[config.mk]
export PLATFORM = sky130hd
export DESIGN_NAME = msp430_seq_ctrl
export DESIGN_NICKNAME = d
export VERILOG_FILES = /design/src/rtl/msp430_seq_ctrl.sv
export SDC_FILE = /design/constraint.sdc
export NUM_CORES = 1
export LEC_CHECK = 0
export BUFFER_PORTS_ARGS = -buffer_cell sky130_fd_sc_hd__buf_2
export CAP_MARGIN = 10
export CORE_ASPECT_RATIO = 1.1
export CORE_MARGIN = 10
export CORE_UTILIZATION = 30
export CTS_CLUSTER_SIZE = 16
export DETAILED_ROUTE_END_ITERATION = 8
export PLACE_DENSITY = 0.51
export RECOVER_POWER = 25
export SYNTH_ARGS = -nofsm -noshare
export SYNTH_HDL_FRONTEND = slang
export SYNTH_SLANG_ARGS = --single-unit
[constraint.sdc]
create_clock -name Clk -period 2.9 [get_ports Clk]
set_clock_uncertainty 0.2 [all_clocks]
set_input_delay 0.725 -clock Clk [delete_from_list [all_inputs] [get_ports Clk]]
set_output_delay 0.725 -clock Clk [all_outputs]
set_load 0.01 [all_outputs]
[src/rtl/msp430_seq_ctrl.sv]
// msp430_seq_ctrl: multi-cycle control sequencer for the MSP430x2xx core.
// Define MSP430_SINGLE_STEP_EN to add the Step input and the HOLD state.
module msp430_seq_ctrl #(
    parameter int DATA_W  = 16,
    parameter int REG_AW  = 4,
    parameter int TIMEOUT = 8,
    parameter int CNT_W   = 4
) (
    input  logic              Clk,
    input  logic              Rst,
    input  logic              Load_en,
`ifdef MSP430_SINGLE_STEP_EN
    input  logic              Step,
`endif
    input  logic [DATA_W-1:0] Mem_data,
    input  logic              Mem_ready,
    input  logic [3:0]        Flags_in,
    output logic              Mem_rd,
    output logic [DATA_W-1:0] Instr,
    output logic [DATA_W-1:0] Imm,
    output logic [REG_AW-1:0] Src_reg,
    output logic [REG_AW-1:0] Dst_reg,
    output logic [3:0]        Alu_op,
    output logic              Bw,
    output logic              PC_inc,
    output logic              Wr_en,
    output logic              Flags_wr,
    output logic              Jmp_en,
    output logic              Trap,
    output logic [4:0]        Fsm
);
    localparam logic [4:0] S_RESET  = 5'd0;
    localparam logic [4:0] S_LOAD   = 5'd1;
    localparam logic [4:0] S_FETCH  = 5'd2;
    localparam logic [4:0] S_DECODE = 5'd3;
    localparam logic [4:0] S_IMM    = 5'd4;
    localparam logic [4:0] S_EXEC   = 5'd5;
    localparam logic [4:0] S_WB     = 5'd6;
    localparam logic [4:0] S_JUMP   = 5'd7;
    localparam logic [4:0] S_TRAP   = 5'd8;
`ifdef MSP430_SINGLE_STEP_EN
    localparam logic [4:0] S_HOLD   = 5'd9;
`endif

    logic [4:0]        state_q, state_d;
    logic [CNT_W-1:0]  cnt_q, cnt_d;
    logic [DATA_W-1:0] instr_q, instr_d, imm_q, imm_d;
    logic [REG_AW-1:0] src_q, src_d, dst_q, dst_d;
    logic [3:0]        op_q, op_d;
    logic              bw_q, bw_d;
    logic [15:0]       ir;
    logic              fmt1, fmt2, jump, wait_st, timeout, taken, nv;
    logic [4:0]        done_st;
    logic [7:0]        conds;

    assign ir = instr_q[15:0];

    always_comb begin
        fmt1    = ir[15:12] >= 4'd4;
        fmt2    = ir[15:10] == 6'b000100 && ir[9:7] <= 3'd3 && ir[5:4] == 2'b00;
        jump    = ir[15:13] == 3'b001;
        nv      = Flags_in[2] ^ Flags_in[3];
        // Jump condition table indexed by Ir[12:10]
        conds   = {1'b1, nv, ~nv, Flags_in[2], Flags_in[0], ~Flags_in[0], Flags_in[1], ~Flags_in[1]};
        taken   = conds[ir[12:10]];
        wait_st = state_q == S_FETCH || state_q == S_IMM;
        timeout = cnt_q == CNT_W'(TIMEOUT - 1);
`ifdef MSP430_SINGLE_STEP_EN
        done_st = Load_en ? S_LOAD : S_HOLD;
`else
        done_st = Load_en ? S_LOAD : S_FETCH;
`endif
        state_d = state_q;
        case (state_q)
            S_RESET, S_LOAD: state_d = Load_en ? S_LOAD : S_FETCH;
            S_FETCH, S_IMM:  state_d = Mem_ready ? (state_q == S_FETCH ? S_DECODE : S_EXEC)
                                                 : (timeout ? S_TRAP : state_q);
            S_DECODE:        state_d = fmt1 ? (ir[5:4] == 2'b00 ? S_EXEC :
                                               (ir[5:4] == 2'b11 && ir[11:8] == 4'd0) ? S_IMM : S_TRAP)
                                            : fmt2 ? S_EXEC : jump ? S_JUMP : S_TRAP;
            S_EXEC:          state_d = S_WB;
            S_WB, S_JUMP:    state_d = done_st;
            S_TRAP:          state_d = Load_en ? S_LOAD : S_TRAP;
`ifdef MSP430_SINGLE_STEP_EN
            S_HOLD:          state_d = Load_en ? S_LOAD : Step ? S_FETCH : S_HOLD;
`endif
            default:         state_d = S_TRAP;
        endcase
        // Ready on the timeout cycle still captures; counter idles at zero elsewhere
        cnt_d   = (wait_st && !Mem_ready && !timeout) ? cnt_q + 1'b1 : '0;
        instr_d = (state_q == S_FETCH && Mem_ready) ? Mem_data : instr_q;
        imm_d   = (state_q == S_IMM && Mem_ready) ? Mem_data : imm_q;
        src_d   = state_q == S_DECODE ? REG_AW'(ir[11:8]) : src_q;
        dst_d   = state_q == S_DECODE ? REG_AW'(ir[3:0]) : dst_q;
        op_d    = state_q == S_DECODE ? (fmt1 ? ir[15:12] : {1'b0, ir[9:7]}) : op_q;
        bw_d    = state_q == S_DECODE ? ir[6] : bw_q;
    end

    always_ff @(posedge Clk or negedge Rst) begin
        if (!Rst) begin
            state_q <= S_RESET;
            cnt_q   <= '0;
            instr_q <= '0;
            imm_q   <= '0;
            src_q   <= '0;
            dst_q   <= '0;
            op_q    <= '0;
            bw_q    <= 1'b0;
        end else begin
            state_q <= state_d;
            cnt_q   <= cnt_d;
            instr_q <= instr_d;
            imm_q   <= imm_d;
            src_q   <= src_d;
            dst_q   <= dst_d;
            op_q    <= op_d;
            bw_q    <= bw_d;
        end
    end

    // Format II ops only reach 0..3, so op 1 here is always SWPB
    assign Flags_wr = state_q == S_EXEC && !(op_q inside {4'h1, 4'h4, 4'hC, 4'hD});
    assign Wr_en    = state_q == S_WB && op_q != 4'h9 && op_q != 4'hB;
    assign Jmp_en   = state_q == S_JUMP && taken;
    assign Trap     = state_q == S_TRAP;
    assign Mem_rd   = wait_st;
    assign PC_inc   = wait_st && Mem_ready;
    assign Fsm      = state_q;
    assign Instr    = instr_q;
    assign Imm      = imm_q;
    assign Src_reg  = src_q;
    assign Dst_reg  = dst_q;
    assign Alu_op   = op_q;
    assign Bw       = bw_q;
endmodule

==> flow_metrics.tcl <==
set metrics [dict create \
    finalHoldViolations 0 \
    cts.clk_slew.worst_paths_ns 0.09 \
    grt_pass1_vias 1797 \
    cts_tree "done" \
    critPathKind "reg -> out" \
    vias 1684 \
    finalNonFillerCells 365 \
    area_growth_pct 25.7 \
    io_buffers 78 \
    postCtsSetupBuffers 0 \
    avgSynthCellArea_um2 13.2 \
    initial_utilization 0.312 \
    endpoint_kind "output pin" \
    p_leak_nw 1.49 \
    hold_start "cnt_q[0]" \
    vias_per_cell 4.61 \
    yosysMostFrequentCell "dfrtp_1" \
    wl_per_cell_um 16.9 \
    drt-initial-drc-count 65 \
    globalplace.congestion 0.763 \
    cp.arrival_ns 1.66 \
    numPlacedInstances 357 \
    grt_usage 0.104 \
    cts_buffers 5 \
    core_um2 7560 \
    slew_viol_final 0 \
    dpl_cell_area_um2 2880 \
    fin_crit_ns 2.59 \
    tns_ns 0 \
    synth_nets 204 \
    synth_area_um2 2360 \
    cp.required_ns 1.98 \
    drt_wl_total_mm 6.16 \
    synth_largest_area_cell "dfrtp_1" \
    async_flop_share 1.00 \
    setup_viol 0 \
    hold_end "cnt_q[0]" \
    die_h_um 113 \
    nets 284 \
    r2r-start "Fsm[1]" \
    n_fill_cell 749 \
    powerDensity_nw_per_um2 1080 \
    start_kind "flop" \
    synth_area_leaders "dfrtp_1 (56%), mux2_2 (21%), xor2_1 (1.5%), mux2i_1 (1.3%), nand2_1 (1.3%)" \
    worst-r2r-cell-count 3 \
    cp_max_fo 11 \
    slew_headroom 0.202 \
    first_pass_iters 4 \
    post-route-period-util 0.892 \
    yosysWarnings 0 \
    grt_overflow 0 \
    synthTopCellsByCount "dfrtp_1 (53), mux2_2 (43), nand2_1 (8), nor2_1 (8)" \
    cts_resized 0 \
    dp_hpwl_mm 4.60 \
    utilization 0.392 \
    grt_max_degree 33 \
    antenna_cells 0 \
    h-tree-depth 2 \
    synth_top_area_share 0.562 \
    outcome "complete, no violations" \
    synth_seq_area_share 0.562 \
    max_freq_mhz 387 \
    hold_path_class "reg -> reg" \
    clk_path_buf_depth 2 \
    holdBufCountCts 0 \
    die-area_um2 11800 \
    grt_pass1_wl_mm 9.93 \
    cap_violations 0 \
    synth_seq_cells 53 \
    rows 33 \
    antenna_found_initial 0 \
    synth.distinct_cells 41 \
    r2r_slack_ns 0.95 \
    timing.rr.end "Dst_reg[3]" \
    synth_edf_count 0 \
    drc_errors 0 \
    ir_drop_mv 0.383 \
    clock-root-buffer "clkbuf_8" \
    clock-sinks 53 \
    fin_area_um2 2970 \
    drive_gt1_frac 0.527 \
    synth_cells 179 \
    whs_path_depth 1 \
    synthFlopType "dfrtp_1" \
    hold_slack_ns 0.271 \
    rsz0062_at_grt "false" \
    die_x_um 105 \
    ioPinCount 80 \
    insertion_delay_ns 0.30 \
    ant_nets 0 \
    tightest_slew_ns 1.20 \
]
==> final cells by class <==
class	count	area, um2	share of cell area
Clock inverter	1	5.00	0.00169
Timing Repair Buffer	82	417	0.141
Inverter	3	11.3	0.00380
Clock buffer	7	96.3	0.0325
Tap cell	105	131	0.0443
Multi-Input combinational cell	114	978	0.330
Sequential cell	53	1330	0.447
==> power breakdown <==
| part | leakage [nW] | internal [mW] | switching, mW |
|---|---|---|---|
| Clock | 0.0542 | 0.216 | 0.233 |
| Combinational | 0.770 | 0.707 | 0.663 |
| Sequential | 0.669 | 1.06 | 0.328 |
==> how the worst max path moves through the flow <==
stage,cells past startpoint,startpoint,to
after global placement,5,Flags_in[3],Jmp_en
after floorplan,4,Flags_in[0],Jmp_en
final,4,Fsm[2],Wr_en
after global routing,4,Fsm[2],Flags_wr
after detailed placement,6,Flags_in[0],Jmp_en
after CTS,4,Fsm[3],Wr_en
==> through the flow <==
step	power [mW]	worst slack, ns
after floorplan	2.21	0.631
after global placement	2.80	0.459
after detailed placement	2.82	0.436
after CTS	3.28	0.278
after global routing	3.47	0.185
final	3.21	0.314
==> logic make-up (layout without fill, tap and decap cells) <==
family | after synthesis | after routing | share of synthesized area
xor+xnor | 6 | 6 | 0.0223
mux | 46 | 46 | 0.218
simple gates | 38 | 38 | 0.0928
fa+ha+maj | 1 | 1 | 0.00530
other cells | 1 | 1 | 0.00159
compound gates | 22 | 22 | 0.0684
buf+inv | 12 | 93 | 0.0297
flops | 53 | 53 | 0.562
==> layer usage <==
layer	up-vias	track usage	wire, um
met5	-	0	0
met4	0	0.0306	77
met3	6	0.0341	306
met2	41	0.170	3010
met1	839	0.126	2760
li1	798	-	-
==> critical path, stage by stage, from the launching register on <==
cell      delay, ns
dfrtp_1        0.60
and2b_1        0.25
nand2_1        0.07
a311oi_1       0.25
buf_2          0.18
==> cells in the final DEF (no fill, tap or decap), types with 2 or more instances in the layout <==
master	instances
nand2_1	8
nand3_1	2
nor2_1	8
o21ai_0	3
mux2_2	43
buf_2	77
nor3_1	4
nor2b_1	2
xor2_1	4
clkbuf_8	7
dfrtp_1	53
inv_1	3
and2_1	2
buf_4	3
xnor2_1	2
o22ai_1	2
a21oi_1	5
mux2i_1	3
a211o_1	3
Note: power is estimated with default switching activity, not from simulation.
